[config.mk]
export PLATFORM = sky130hd
export DESIGN_NAME = pad_out_pacer
export DESIGN_NICKNAME = d
export VERILOG_FILES = /design/src/rtl/pad_out_pkg.sv /design/src/rtl/pad_out_fifo.sv /design/src/rtl/pad_out_pacer.sv
export SDC_FILE = /design/constraint.sdc
export NUM_CORES = 1
export LEC_CHECK = 0
export ABC_AREA = 1
export BUFFER_PORTS_ARGS = -buffer_cell sky130_fd_sc_hd__buf_2
export CORE_UTILIZATION = 45
export CTS_CLUSTER_DIAMETER = 30
export DETAILED_ROUTE_END_ITERATION = 7
export GPL_TIMING_DRIVEN = 0
export MAX_ROUTING_LAYER = met4
export PLACE_DENSITY = 0.75
export RECOVER_POWER = 50
export SYNTH_ARGS = -nofsm -noshare
export SYNTH_HDL_FRONTEND = slang
export SYNTH_HIERARCHICAL = 1
export SYNTH_SLANG_ARGS = --single-unit
[constraint.sdc]
create_clock -name i_clk -period 6.7 [get_ports i_clk]
set_input_delay 0.67 -clock i_clk [delete_from_list [all_inputs] [get_ports i_clk]]
set_output_delay 0.67 -clock i_clk [all_outputs]
set_load 0.01 [all_outputs]
[src/rtl/pad_out_pkg.sv]
// Shared types and constants for the pad output pacer.
// The pacer FSM state and the hold-counter width live here so FIFO, pacer and bench agree.
package pad_out_pkg;

  localparam int hold_w = 8;

  typedef enum logic {
    IDLE  = 1'b0,
    DRIVE = 1'b1
  } state_t;

endpackage

[src/rtl/pad_out_fifo.sv]
// Word FIFO in front of the pad pacer: power-of-two depth, wrapping pointers plus a
// 0..depth occupancy count. Push is ignored when full, pop is ignored when empty.
module pad_out_fifo #(
  parameter int width = 8,
  parameter int depth = 4
) (
  input  logic                     clk,
  input  logic                     rst,
  input  logic                     push,
  input  logic [width-1:0]         wdata,
  input  logic                     pop,
  output logic [width-1:0]         rdata,
  output logic                     full,
  output logic                     empty,
  output logic [$clog2(depth):0]   count
);

  localparam int aw = $clog2(depth);

  logic [width-1:0] mem [depth];
  logic [aw-1:0]    wr_ptr;
  logic [aw-1:0]    rd_ptr;
  logic             do_push;
  logic             do_pop;

  assign full    = (count == (aw+1)'(depth));
  assign empty   = (count == '0);
  assign do_push = push && !full;
  assign do_pop  = pop && !empty;
  assign rdata   = mem[rd_ptr];

  // Storage carries no reset; pointers and count alone define what is valid.
  always_ff @(posedge clk) begin
    if (do_push) begin
      mem[wr_ptr] <= wdata;
    end
  end

  always_ff @(posedge clk) begin
    if (rst) begin
      wr_ptr <= '0;
      rd_ptr <= '0;
      count  <= '0;
    end else begin
      if (do_push) begin
        wr_ptr <= wr_ptr + aw'(1);
      end
      if (do_pop) begin
        rd_ptr <= rd_ptr + aw'(1);
      end
      case ({do_push, do_pop})
        2'b10:   count <= count + (aw+1)'(1);
        2'b01:   count <= count - (aw+1)'(1);
        default: count <= count;
      endcase
    end
  end

endmodule

[src/rtl/pad_out_pacer.sv]
// Paces buffered words onto a registered pad bus, holding each word for i_hold+1 clocks
// and pulsing o_strobe in the first cycle of every new word.
module pad_out_pacer
  import pad_out_pkg::*;
#(
  parameter int               width      = 8,
  parameter int               depth      = 4,
  parameter logic [width-1:0] idle_value = '0
) (
  input  logic               i_clk,
  input  logic               i_rst,
  input  logic               i_valid,
  input  logic [width-1:0]   i_data,
  output logic               o_ready,
  input  logic [7:0]         i_hold,
  output logic [width-1:0]   o_pad,
  output logic               o_strobe,
  output logic               o_busy,
  output logic               o_empty
);

  // Handshake: a word transfers on a rising edge where i_valid && o_ready; o_ready is
  // simply !full and never depends on i_valid or on a same-cycle pop.

  logic [width-1:0]        head;
  logic                    full;
  logic                    fifo_empty;
  logic [$clog2(depth):0]  count;
  logic                    have_word;
  logic                    load;
  state_t                  state;
  logic [hold_w-1:0]       cnt;

  pad_out_fifo #(
    .width (width),
    .depth (depth)
  ) u_fifo (
    .clk   (i_clk),
    .rst   (i_rst),
    .push  (i_valid),
    .wdata (i_data),
    .pop   (load),
    .rdata (head),
    .full  (full),
    .empty (fifo_empty),
    .count (count)
  );

  // Only the registered count gates a load, so a word pushed this edge waits one clock.
  assign have_word = (count != '0);
  assign load      = have_word && ((state == IDLE) || (cnt == '0));

  assign o_ready = !full;
  assign o_empty = fifo_empty;
  assign o_busy  = (state == DRIVE);

  always_ff @(posedge i_clk) begin
    if (i_rst) begin
      state    <= IDLE;
      cnt      <= '0;
      o_pad    <= idle_value;
      o_strobe <= 1'b0;
    end else begin
      o_strobe <= 1'b0;
      unique case (state)
        IDLE: begin
          if (have_word) begin
            o_pad    <= head;
            cnt      <= i_hold;
            o_strobe <= 1'b1;
            state    <= DRIVE;
          end
        end
        DRIVE: begin
          if (cnt != '0) begin
            cnt <= cnt - hold_w'(1);
          end else if (have_word) begin
            o_pad    <= head;
            cnt      <= i_hold;
            o_strobe <= 1'b1;
          end else begin
            state <= IDLE;
          end
        end
      endcase
    end
  end

endmodule

==> results of run 1 <==
[layout make-up]
class	instances	area share
clock inverters	7	0.0223
plain buffers	6	0.0194
clock buffers	9	0.0401
inverters	36	0.0438
multi-input cells	199	0.318
repair buffers	30	0.0413
well taps	72	0.0292
flip-flops and latches	59	0.486
[how the worst max path moves through the flow]
stage / cells after the start / slack, ns / from / endpoint
3_3_place_gp: 19 / 4.19 / cnt[0] / u_fifo/count[2]
2_1_floorplan: 19 / 4.45 / cnt[0] / u_fifo/count[2]
3_5_place_dp: 19 / 4.11 / cnt[0] / u_fifo/count[2]
6_report: 19 / 4.12 / cnt[0] / u_fifo/count[2]
5_1_grt: 18 / 3.88 / cnt[0] / u_fifo/count[2]
4_1_cts: 19 / 4.09 / cnt[0] / u_fifo/count[2]
[flip-flops by register name, summed over array words and instances (netlist names), named ones only]
register	flops
u_fifo/mem	32
cnt	8
o_pad	8
u_fifo/count	3
u_fifo/rd_ptr	2
u_fifo/wr_ptr	2
o_busy	1
o_strobe	1
[where the power goes]
group | switching, W | internal, W | total (W) | leakage (nW)
clock network | 0.000141 | 0.000170 | 0.000311 | 0.0950
logic | 0.000348 | 0.000195 | 0.000542 | 0.684
registers | 0.0000476 | 0.000461 | 0.000509 | 0.517
total | 0.000536 | 0.000826 | 0.00136 | 1.30
[cells in the mapped netlist]
| library cell | n |
|---|---|
| o21ai_0 | 18 |
| nand2_2 | 1 |
| nand3b_1 | 11 |
| ha_1 | 7 |
| inv_1 | 33 |
| o22ai_1 | 8 |
| nand4_1 | 2 |
| nor2_2 | 4 |
| buf_4 | 1 |
| edfxtp_1 | 32 |
| xnor2_1 | 1 |
| a21oi_1 | 8 |
| buf_8 | 1 |
| nand2_1 | 48 |
| buf_6 | 4 |
| nor2_1 | 64 |
| dfxtp_1 | 27 |
| inv_2 | 3 |
| o21ai_1 | 2 |
| nand3_1 | 22 |
| fa_1 | 1 |
| o21ai_2 | 2 |
[stage by stage]
stage	total power [W]	cell area (sq um)	setup slack, ns	utilization	hold slack [ns]
after floorplan	0.000930	2690	4.45	-	0.448
after global placement	0.00105	2930	4.19	0.519	0.459
after detailed placement	0.00107	2930	4.11	0.519	0.467
after CTS	0.00138	3120	4.09	0.553	0.482
after global routing	0.00148	3090	3.88	0.547	0.503
final	0.00136	3090	4.12	0.547	0.481
[routing by layer]
metal,track usage,share of wire
met1,0.234,0.47
met2,0.284,0.46
met3,0.0483,0.063
met4,0.0873,0.013
met5,-,0
[kinds of logic (layout without fill, tap and decap cells)]
kind of cell	count (synthesis)	after routing	synth area share
AOI/OAI and AO/OA	38	38	0.0774
xor gates and xnor gates	1	1	0.00326
adders and majority gates	8	8	0.0401
buffers and inverters	42	88	0.0755
DFF	59	59	0.559
and+or+nand+nor	152	152	0.245
[critical path: cells and delay by family, from the launching register on]
| family | cells | cell delay, ns |
|---|---|---|
| fa+ha+maj | 3 | 0.75 |
| flops | 1 | 0.31 |
| simple gates | 10 | 0.78 |
| buf+inv | 6 | 0.62 |
==> flow_metrics.env, run 1 <==
export IMPL_finalWirelength_um=5100
export IMPL_rows=27
export IMPL_period_minus_slack_ns=2.58
export IMPL_grt_max_degree=12
export IMPL_drv_cap=0
export IMPL_rsz0062_at_grt="no"
export IMPL_regArea_sq_um=1500
export IMPL_antenna_left=0
export IMPL_grt_ovfl_total=0
export IMPL_drive_gt1_frac=0.124
export IMPL_worst_pin_slew_ns=0.799
export IMPL_p_leak_nw=1.30
export IMPL_synthCells=300
export IMPL_core_sq_um=5640
export IMPL_worstHoldStart="o_pad[4]"
export IMPL_cts_buffer_depth=2
export IMPL_antenna_found_initial=0
export IMPL_vias_per_cell=4.82
export IMPL_finalClockSkew_ns=0.00711
export IMPL_insertion_delay_ns=0.33
export IMPL_yosys_area_top_type="edfxtp_1"
export IMPL_irDropWorstVdd_mv=0.151
export IMPL_synth_area_leaders="edfxtp_1 (36%), dfxtp_1 (20%), nor2_1 (8.9%), nand2_1 (6.7%), inv_1 (4.6%)"
export IMPL_synth_distinct_cells=22
export IMPL_min_path_cells=2
export IMPL_initialDrtViolationCount=121
export IMPL_area_growth_pct=15.0
export IMPL_layout_cells_non_filler=418
export IMPL_arrival_ns=2.81
export IMPL_synth_warnings=6
export IMPL_cts_setup_buffers=0
export IMPL_fillers=524
export IMPL_multi_input_area_sq_um=981
export IMPL_rr_worst_depth=19
export IMPL_drv_slew=0
export IMPL_die_x_um=79.2
export IMPL_synth_seq_cells=59
export IMPL_setup_violations=0
export IMPL_vias=2015
export IMPL_grtUsageTotal=0.187
export IMPL_start_kind="flop"
export IMPL_grt_pass1_vias=1903
export IMPL_gp_congestion=0.880
export IMPL_seq_area_frac_synth=0.559
export IMPL_finalCritPeriodShare=0.385
export IMPL_cp_slowest_stage_delay_ns=0.37
export IMPL_firstDrtPassIters=5
export IMPL_r2r_setup_slack_ns=4.12
export IMPL_cts_hold_buf=0
export IMPL_cts_tree="yes"
export IMPL_worst_path_max_delay_cell="fa_1"
export IMPL_postCtsResizedCells=0
export IMPL_start_util=0.476
export IMPL_max_freq_ghz=0.388
export IMPL_syn_nets=327
export IMPL_synth_top_cell_area_share=0.358
export IMPL_r2r_start="cnt[0]"
export IMPL_cts_htree_levels=3
export IMPL_synth_avg_cell_area_sq_um=8.95
export IMPL_netlist_area_sq_um=2690
export IMPL_endpoint_kind="flop"
export IMPL_grt_pass1_wl_um=8540
export IMPL_cp_max_fo=11
export IMPL_nets=368
export IMPL_fin_tns_setup_ns=0
export IMPL_power_density_nw_per_um2=441
export IMPL_port_buffers=30
export IMPL_path_class="flop to flop"
export IMPL_clock_root_buffer="clkbuf_8"
export IMPL_wl_per_cell_um=12.2
export IMPL_dp_cells=402
export IMPL_r2r_end="u_fifo/count[2]"
export IMPL_path_clk_slew_ns=0.07
export IMPL_status="complete, no violations"
export IMPL_worstPathRequired_ns=6.93
export IMPL_io_pin_count=31
export IMPL_crit_chain="inv_1 -> ha_1 -> nand2_1 -> nor2_1 -> nand2_1 -> nand2_1 -> nand2_1 -> inv_2 -> inv_1 -> nor2_1 -> ha_1 -> inv_1 -> fa_1 -> inv_1 -> nand2_1 -> nand3_1 -> nand2_1 -> inv_1 -> nor2_1"
export IMPL_hp_class="flop to flop"
export IMPL_max_slew_margin_rel=0.465
export IMPL_diodes=0
export IMPL_cts_made_buffers=9
export IMPL_die_y_um=79.2
export IMPL_die_area_sq_um=6280
export IMPL_mostFrequentLayoutCell="nor2_1"
export IMPL_hold_viol=0
export IMPL_cpMostUsedCell="nand2_1"
export IMPL_cts_sinks=59
export IMPL_drc=0
export IMPL_final_cell_mix="nor2_1 (64), nand2_1 (48), inv_1 (33), edfxtp_1 (32), dfxtp_1 (27)"
export IMPL_holdPathEnd="o_pad[4]"
export IMPL_hpwlAfterDp_um=3450
Note: power is estimated with default switching activity, not from simulation.
==> run 2: changes to the inputs <==
--- a/config.mk
+++ b/config.mk
@@ -12,7 +12,7 @@
 export DETAILED_ROUTE_END_ITERATION = 7
 export GPL_TIMING_DRIVEN = 0
 export MAX_ROUTING_LAYER = met4
-export PLACE_DENSITY = 0.75
+export PLACE_DENSITY = 0.78
 export RECOVER_POWER = 50
 export SYNTH_ARGS = -nofsm -noshare
 export SYNTH_HDL_FRONTEND = slang
==> constraint.sdc (replaced) <==
create_clock -name i_clk -period 2.25 [get_ports i_clk]
set_input_delay 0.225 -clock i_clk [delete_from_list [all_inputs] [get_ports i_clk]]
set_output_delay 0.225 -clock i_clk [all_outputs]
set_load 0.01 [all_outputs]
==> run 2 against run 1 <==
Utilization grew 1.4 points. Wire length grew 4.3%. Sequential power grew to 3.0 times the previous value. Clock skew is essentially flat. Register-to-register slack lost 4.0 ns. Design area grew 2.5%. Via count grew 4.8%. Non-clock buffer count grew 7. Sequential cell count is the same. Combinational power grew to 3.4 times the previous value. Critical path type unchanged. Highest routed layer unchanged.
==> flow_metrics.env, run 2 (synthesis gave the netlist of run 1 again) <==
export IMPL_status="complete, no violations"
export IMPL_core_sq_um=5640
export IMPL_endpoint_kind="flop"
export IMPL_hp_class="input pin to flop"
export IMPL_start_kind="flop"
export IMPL_start_util=0.476
export IMPL_endpoint="u_fifo/count[2]"
export IMPL_rr_worst_depth=18
export IMPL_fin_hold_ws_ns=0.121
export IMPL_cts_htree_levels=3
export IMPL_p_leak_nw=1.32
export IMPL_preCtsSetupSlack_ns=-0.392
export IMPL_drive_gt1_frac=0.176
export IMPL_initialDrtViolationCount=130
export IMPL_die_x_um=79.2
export IMPL_cts_buffer_depth=2
export IMPL_setup_ws_ns=0.107
export IMPL_insertion_delay_ns=0.33
export IMPL_path_clk_slew_ns=0.06
export IMPL_r2r_end="u_fifo/count[2]"
export IMPL_period_minus_slack_ns=2.14
export IMPL_finalPower_w=0.00418
export IMPL_hold_viol=0
export IMPL_top_regs="u_fifo/mem x32, cnt x8, o_pad x8"
export IMPL_worstHoldStart="i_hold[0]"
export IMPL_vias_per_cell=4.97
export IMPL_setup_violations=0
export IMPL_rows=27
export IMPL_finalClockSkew_ns=0.00733
export IMPL_firstDrtPassIters=4
export IMPL_port_buffers=30
export IMPL_grt_ovfl_total=0
export IMPL_r2r_setup_slack_ns=0.11
export IMPL_mostFrequentLayoutCell="nor2_1"
export IMPL_gp_congestion=0.914
export IMPL_cp_depth=18
export IMPL_layout_cells_non_filler=425
export IMPL_worstPathRequired_ns=2.51
export IMPL_crit_chain="inv_2 -> ha_4 -> nand2_1 -> nor2_1 -> nand2_1 -> nand2_2 -> nand2_4 -> inv_4 -> inv_2 -> nor2_2 -> ha_2 -> inv_2 -> fa_2 -> inv_2 -> nand2_2 -> nand4_1 -> nand2_1 -> nor2_1"
export IMPL_grt_pass1_wl_um=8730
export IMPL_drc=0
export IMPL_cp_top_family="simple AND/OR/NAND/NOR gates"
export IMPL_final_cell_mix="nor2_1 (63), nand2_1 (44), edfxtp_1 (32), inv_1 (28), dfxtp_1 (26)"
export IMPL_path_class="flop to flop"
export IMPL_largest_register_ff_count=32
export IMPL_die_area_sq_um=6280
export IMPL_drv_slew=0
export IMPL_grt_pass1_vias=1959
export IMPL_finalCritPeriodShare=0.952
export IMPL_grt_max_degree=11
export IMPL_clock_root_buffer="clkbuf_8"
export IMPL_fin_tns_setup_ns=0
export IMPL_cpMostUsedCell="inv_2"
export IMPL_dp_cells=402
export IMPL_r2r_start="cnt[1]"
export IMPL_antenna_found_initial=0
export IMPL_worst_path_max_delay_cell="fa_2"
export IMPL_cts_made_buffers=9
export IMPL_io_pin_count=31
export IMPL_worst_pin_slew_ns=0.829
export IMPL_finalWirelength_um=5320
export IMPL_max_freq_ghz=0.467
export IMPL_drv_cap=0
export IMPL_arrival_ns=2.40
export IMPL_cts_sinks=59
export IMPL_max_slew_margin_rel=0.445
export IMPL_irDropWorstVdd_mv=0.496
export IMPL_grtUsageTotal=0.189
export IMPL_nets=375
export IMPL_cp_max_fo=3
export IMPL_vias=2111
export IMPL_diodes=0
export IMPL_regMostFlops="u_fifo/mem"
export IMPL_die_y_um=79.2
export IMPL_cp_startpoint="cnt[1]"
export IMPL_cp_slowest_stage_delay_ns=0.38
export IMPL_antenna_left=0
export IMPL_wl_per_cell_um=12.5
export IMPL_hpwlAfterDp_um=3620
export IMPL_power_density_nw_per_um2=1320
export IMPL_area_growth_pct=17.8
export IMPL_cts_tree="yes"
export IMPL_critical_path_buf_inv_count=5
run 2: changes by cell type in the layout (fill, tap and decap cells not counted), moves of 3 or more:
cell / delta
inv_2: +4
buf_4: +7
nand2_1: -4
inv_1: -5
nand2_2: +3
run 2: final cells by class:
type	count	area (sq um)
well taps	72	90.1
fillers	477	2480
clock buffers	13	149
multi-input cells	199	1020
clock inverters	3	16.3
inverters	36	138
flip-flops and latches	59	1500
plain buffers	6	67.6
repair buffers	37	180
run 2: stage by stage:
stage	utilization	instance area [sq um]
final	0.561	3160
after global routing	0.561	3160
after CTS	0.555	3130
after detailed placement	0.519	2930
after global placement	0.519	2930
after floorplan	-	2690
run 2: repair_timing:
item,CTS,global route
pin swaps,1,5
setup endpoints to repair,2,2
gates cloned,0,0
resized for setup,8,10
buffers inserted,3,4
hold buffers,0,0
run 2: metal layers:
layer | global-route usage | part of all wire
met1 | 0.229 | 0.44
met2 | 0.294 | 0.48
met3 | 0.0575 | 0.060
met4 | 0.0764 | 0.021
met5 | - | 0
run 2: worst min-delay path by stage:
stage	to	cells after the start	slack, ns
after floorplan	cnt[7]	1	0.29
after global placement	u_fifo/mem[3][4]	1	0.44
after detailed placement	u_fifo/mem[3][4]	1	0.44
after CTS	u_fifo/mem[3][4]	1	0.09
after global routing	cnt[0]	3	0.11
final	cnt[0]	3	0.12
run 2: tightest hold or removal path, delay by kind of cell:
family	cells	cell delay, ns
and+or+nand+nor	2	0.11
buffers and inverters	1	0.07
run 2: report_power, final:
part	internal, W	switching, W
logic	0.000725	0.00112
clock network	0.000425	0.000383
registers	0.00138	0.000148
total	0.00253	0.00165
==> run 3: changes to the inputs <==
--- a/config.mk
+++ b/config.mk
@@ -8,6 +8,7 @@
 export ABC_AREA = 1
 export BUFFER_PORTS_ARGS = -buffer_cell sky130_fd_sc_hd__buf_2
 export CORE_UTILIZATION = 45
+export CTS_BUF_LIST = sky130_fd_sc_hd__clkbuf_4
 export CTS_CLUSTER_DIAMETER = 30
 export DETAILED_ROUTE_END_ITERATION = 7
 export GPL_TIMING_DRIVEN = 0
==> run 3 against run 2 <==
Clock power shrank 24%. Combinational power hardly changed. Register-to-register slack worse by 0.06 ns. Largest cell class unchanged. Largest power group unchanged.
==> flow_metrics.env, run 3 (synthesis gave the netlist of run 1 again) <==
export IMPL_hpwlAfterDp_um=3620
export IMPL_grt_pass1_vias=1984
export IMPL_insertion_delay_ns=0.39
export IMPL_grt_ovfl_total=0
export IMPL_drv_slew=0
export IMPL_final_cell_mix="nor2_1 (63), nand2_1 (43), edfxtp_1 (32), inv_1 (28), dfxtp_1 (26)"
export IMPL_setup_ws_ns=0.0516
export IMPL_endpoint_kind="flop"
export IMPL_die_x_um=79.2
export IMPL_area_growth_pct=15.9
export IMPL_arrival_ns=2.49
export IMPL_nets=375
export IMPL_start_util=0.476
export IMPL_final_core_util=0.552
export IMPL_cts_made_buffers=9
export IMPL_die_y_um=79.2
export IMPL_vias_per_cell=5.01
export IMPL_gp_congestion=0.914
export IMPL_setup_violations=0
export IMPL_power_density_nw_per_um2=1290
export IMPL_io_pin_count=31
export IMPL_hp_class="input pin to flop"
export IMPL_core_sq_um=5640
export IMPL_largest_register_ff_count=32
export IMPL_die_area_sq_um=6280
export IMPL_finalClockSkew_ns=0.0101
export IMPL_regMostFlops="u_fifo/mem"
export IMPL_initialDrtViolationCount=146
export IMPL_wl_per_cell_um=12.8
export IMPL_dpl_cell_area_sq_um=2930
export IMPL_top_regs="u_fifo/mem x32, cnt x8, o_pad x8"
export IMPL_mostFrequentLayoutCell="nor2_1"
export IMPL_cts_tree="yes"
export IMPL_dp_cells=402
export IMPL_cts_hold_buf=0
export IMPL_antenna_found_initial=0
export IMPL_worst_pin_slew_ns=0.804
export IMPL_layout_cells_non_filler=425
export IMPL_drive_gt1_frac=0.187
export IMPL_rows=27
export IMPL_cts_buffer_depth=2
export IMPL_worstPathRequired_ns=2.54
export IMPL_rsz0062_at_grt="yes"
export IMPL_preCtsSetupSlack_ns=-0.392
export IMPL_path_clk_slew_ns=0.08
export IMPL_p_leak_nw=1.31
export IMPL_port_buffers=30
export IMPL_hold_viol=0
export IMPL_cts_sinks=59
export IMPL_irDropWorstVdd_mv=0.453
export IMPL_max_slew_margin_rel=0.462
export IMPL_cp_max_fo=3
export IMPL_cts_htree_levels=3
export IMPL_grt_pass1_wl_um=8770
export IMPL_clock_root_buffer="clkbuf_4"
export IMPL_period_minus_slack_ns=2.20
export IMPL_diodes=0
export IMPL_antenna_left=0
export IMPL_grt_max_degree=11
export IMPL_max_freq_ghz=0.455
export IMPL_grtUsageTotal=0.191
export IMPL_status="complete, no violations"
export IMPL_drv_cap=0
export IMPL_drc=0
export IMPL_r2r_setup_slack_ns=0.05
export IMPL_path_class="flop to flop"
export IMPL_finalCritPeriodShare=0.977
export IMPL_final_cell_area_sq_um=3110
export IMPL_firstDrtPassIters=4
export IMPL_start_kind="flop"
export IMPL_vias=2128
export IMPL_finalWirelength_um=5440
[run 3: final timing paths]
| path | from | endpoint | cells past startpoint |
|---|---|---|---|
| setup / recovery | cnt[1] | u_fifo/count[2] | 19 |
| hold / removal | i_hold[0] | cnt[0] | 3 |
| setup reg to reg | cnt[1] | u_fifo/count[2] | 19 |
| hold reg to reg | o_pad[1] | o_pad[1] | 2 |
[run 3: stage by stage]
| step | TNS, ns | hold WS, ns | total power, W |
|---|---|---|---|
| after floorplan | 0 | 0.294 | 0.00277 |
| after global placement | -0.403 | 0.439 | 0.00313 |
| after detailed placement | -0.617 | 0.440 | 0.00318 |
| after CTS | 0 | 0.0128 | 0.00389 |
| after global routing | -0.0489 | 0.0332 | 0.00435 |
| final | 0 | 0.0544 | 0.00401 |
[run 3: area by class of cell]
type | instances | area, sq um
buffer | 6 | 67.6
multi-input combinational | 199 | 1020
tap | 72 | 90.1
inverter | 36 | 138
clock inverter | 4 | 20.0
clock buffer | 12 | 90.1
sequential | 59 | 1500
timing repair buffer | 37 | 181
fill | 497 | 2530
[run 3: critical path, cell delays in order, from the launching register on]
cell and delay, ns:
dfxtp_2 0.34, inv_2 0.09, ha_4 0.15, nand2_2 0.04
nor2_1 0.07, nand2_1 0.06, nand2_2 0.09, nand2_4 0.07
inv_4 0.07, inv_2 0.03, nor2_2 0.12, ha_2 0.21
inv_2 0.05, fa_2 0.38, inv_2 0.07, nand2_2 0.06
nand3_2 0.06, nand2_1 0.06, inv_1 0.05, nor2_1 0.03
[run 3: power breakdown]
group          internal [W]  total (W)  switching [W]
Sequential          0.00137    0.00152       0.000151
Clock              0.000256   0.000612       0.000356
Combinational      0.000732    0.00187        0.00114
Total               0.00236    0.00401        0.00164
[run 3: what timing repair did]
| item | 4_1_cts | 5_1_grt |
|---|---|---|
| buffers inserted | 3 | 4 |
| endpoints found under the setup margin | 2 | 2 |
| cloned | 0 | 0 |
| gates resized for setup | 8 | 11 |
| pin swaps | 1 | 9 |
[run 3: per-layer routing]
| layer | part of all wire | routed length [um] | up-vias | GRT usage |
|---|---|---|---|---|
| met4 | 0.027 | 145 | 0 | 0.104 |
| met5 | 0 | 0 | - | - |
| met2 | 0.48 | 2620 | 77 | 0.292 |
| met3 | 0.064 | 346 | 15 | 0.0471 |
| met1 | 0.43 | 2330 | 956 | 0.233 |
| li1 | - | - | 1080 | - |
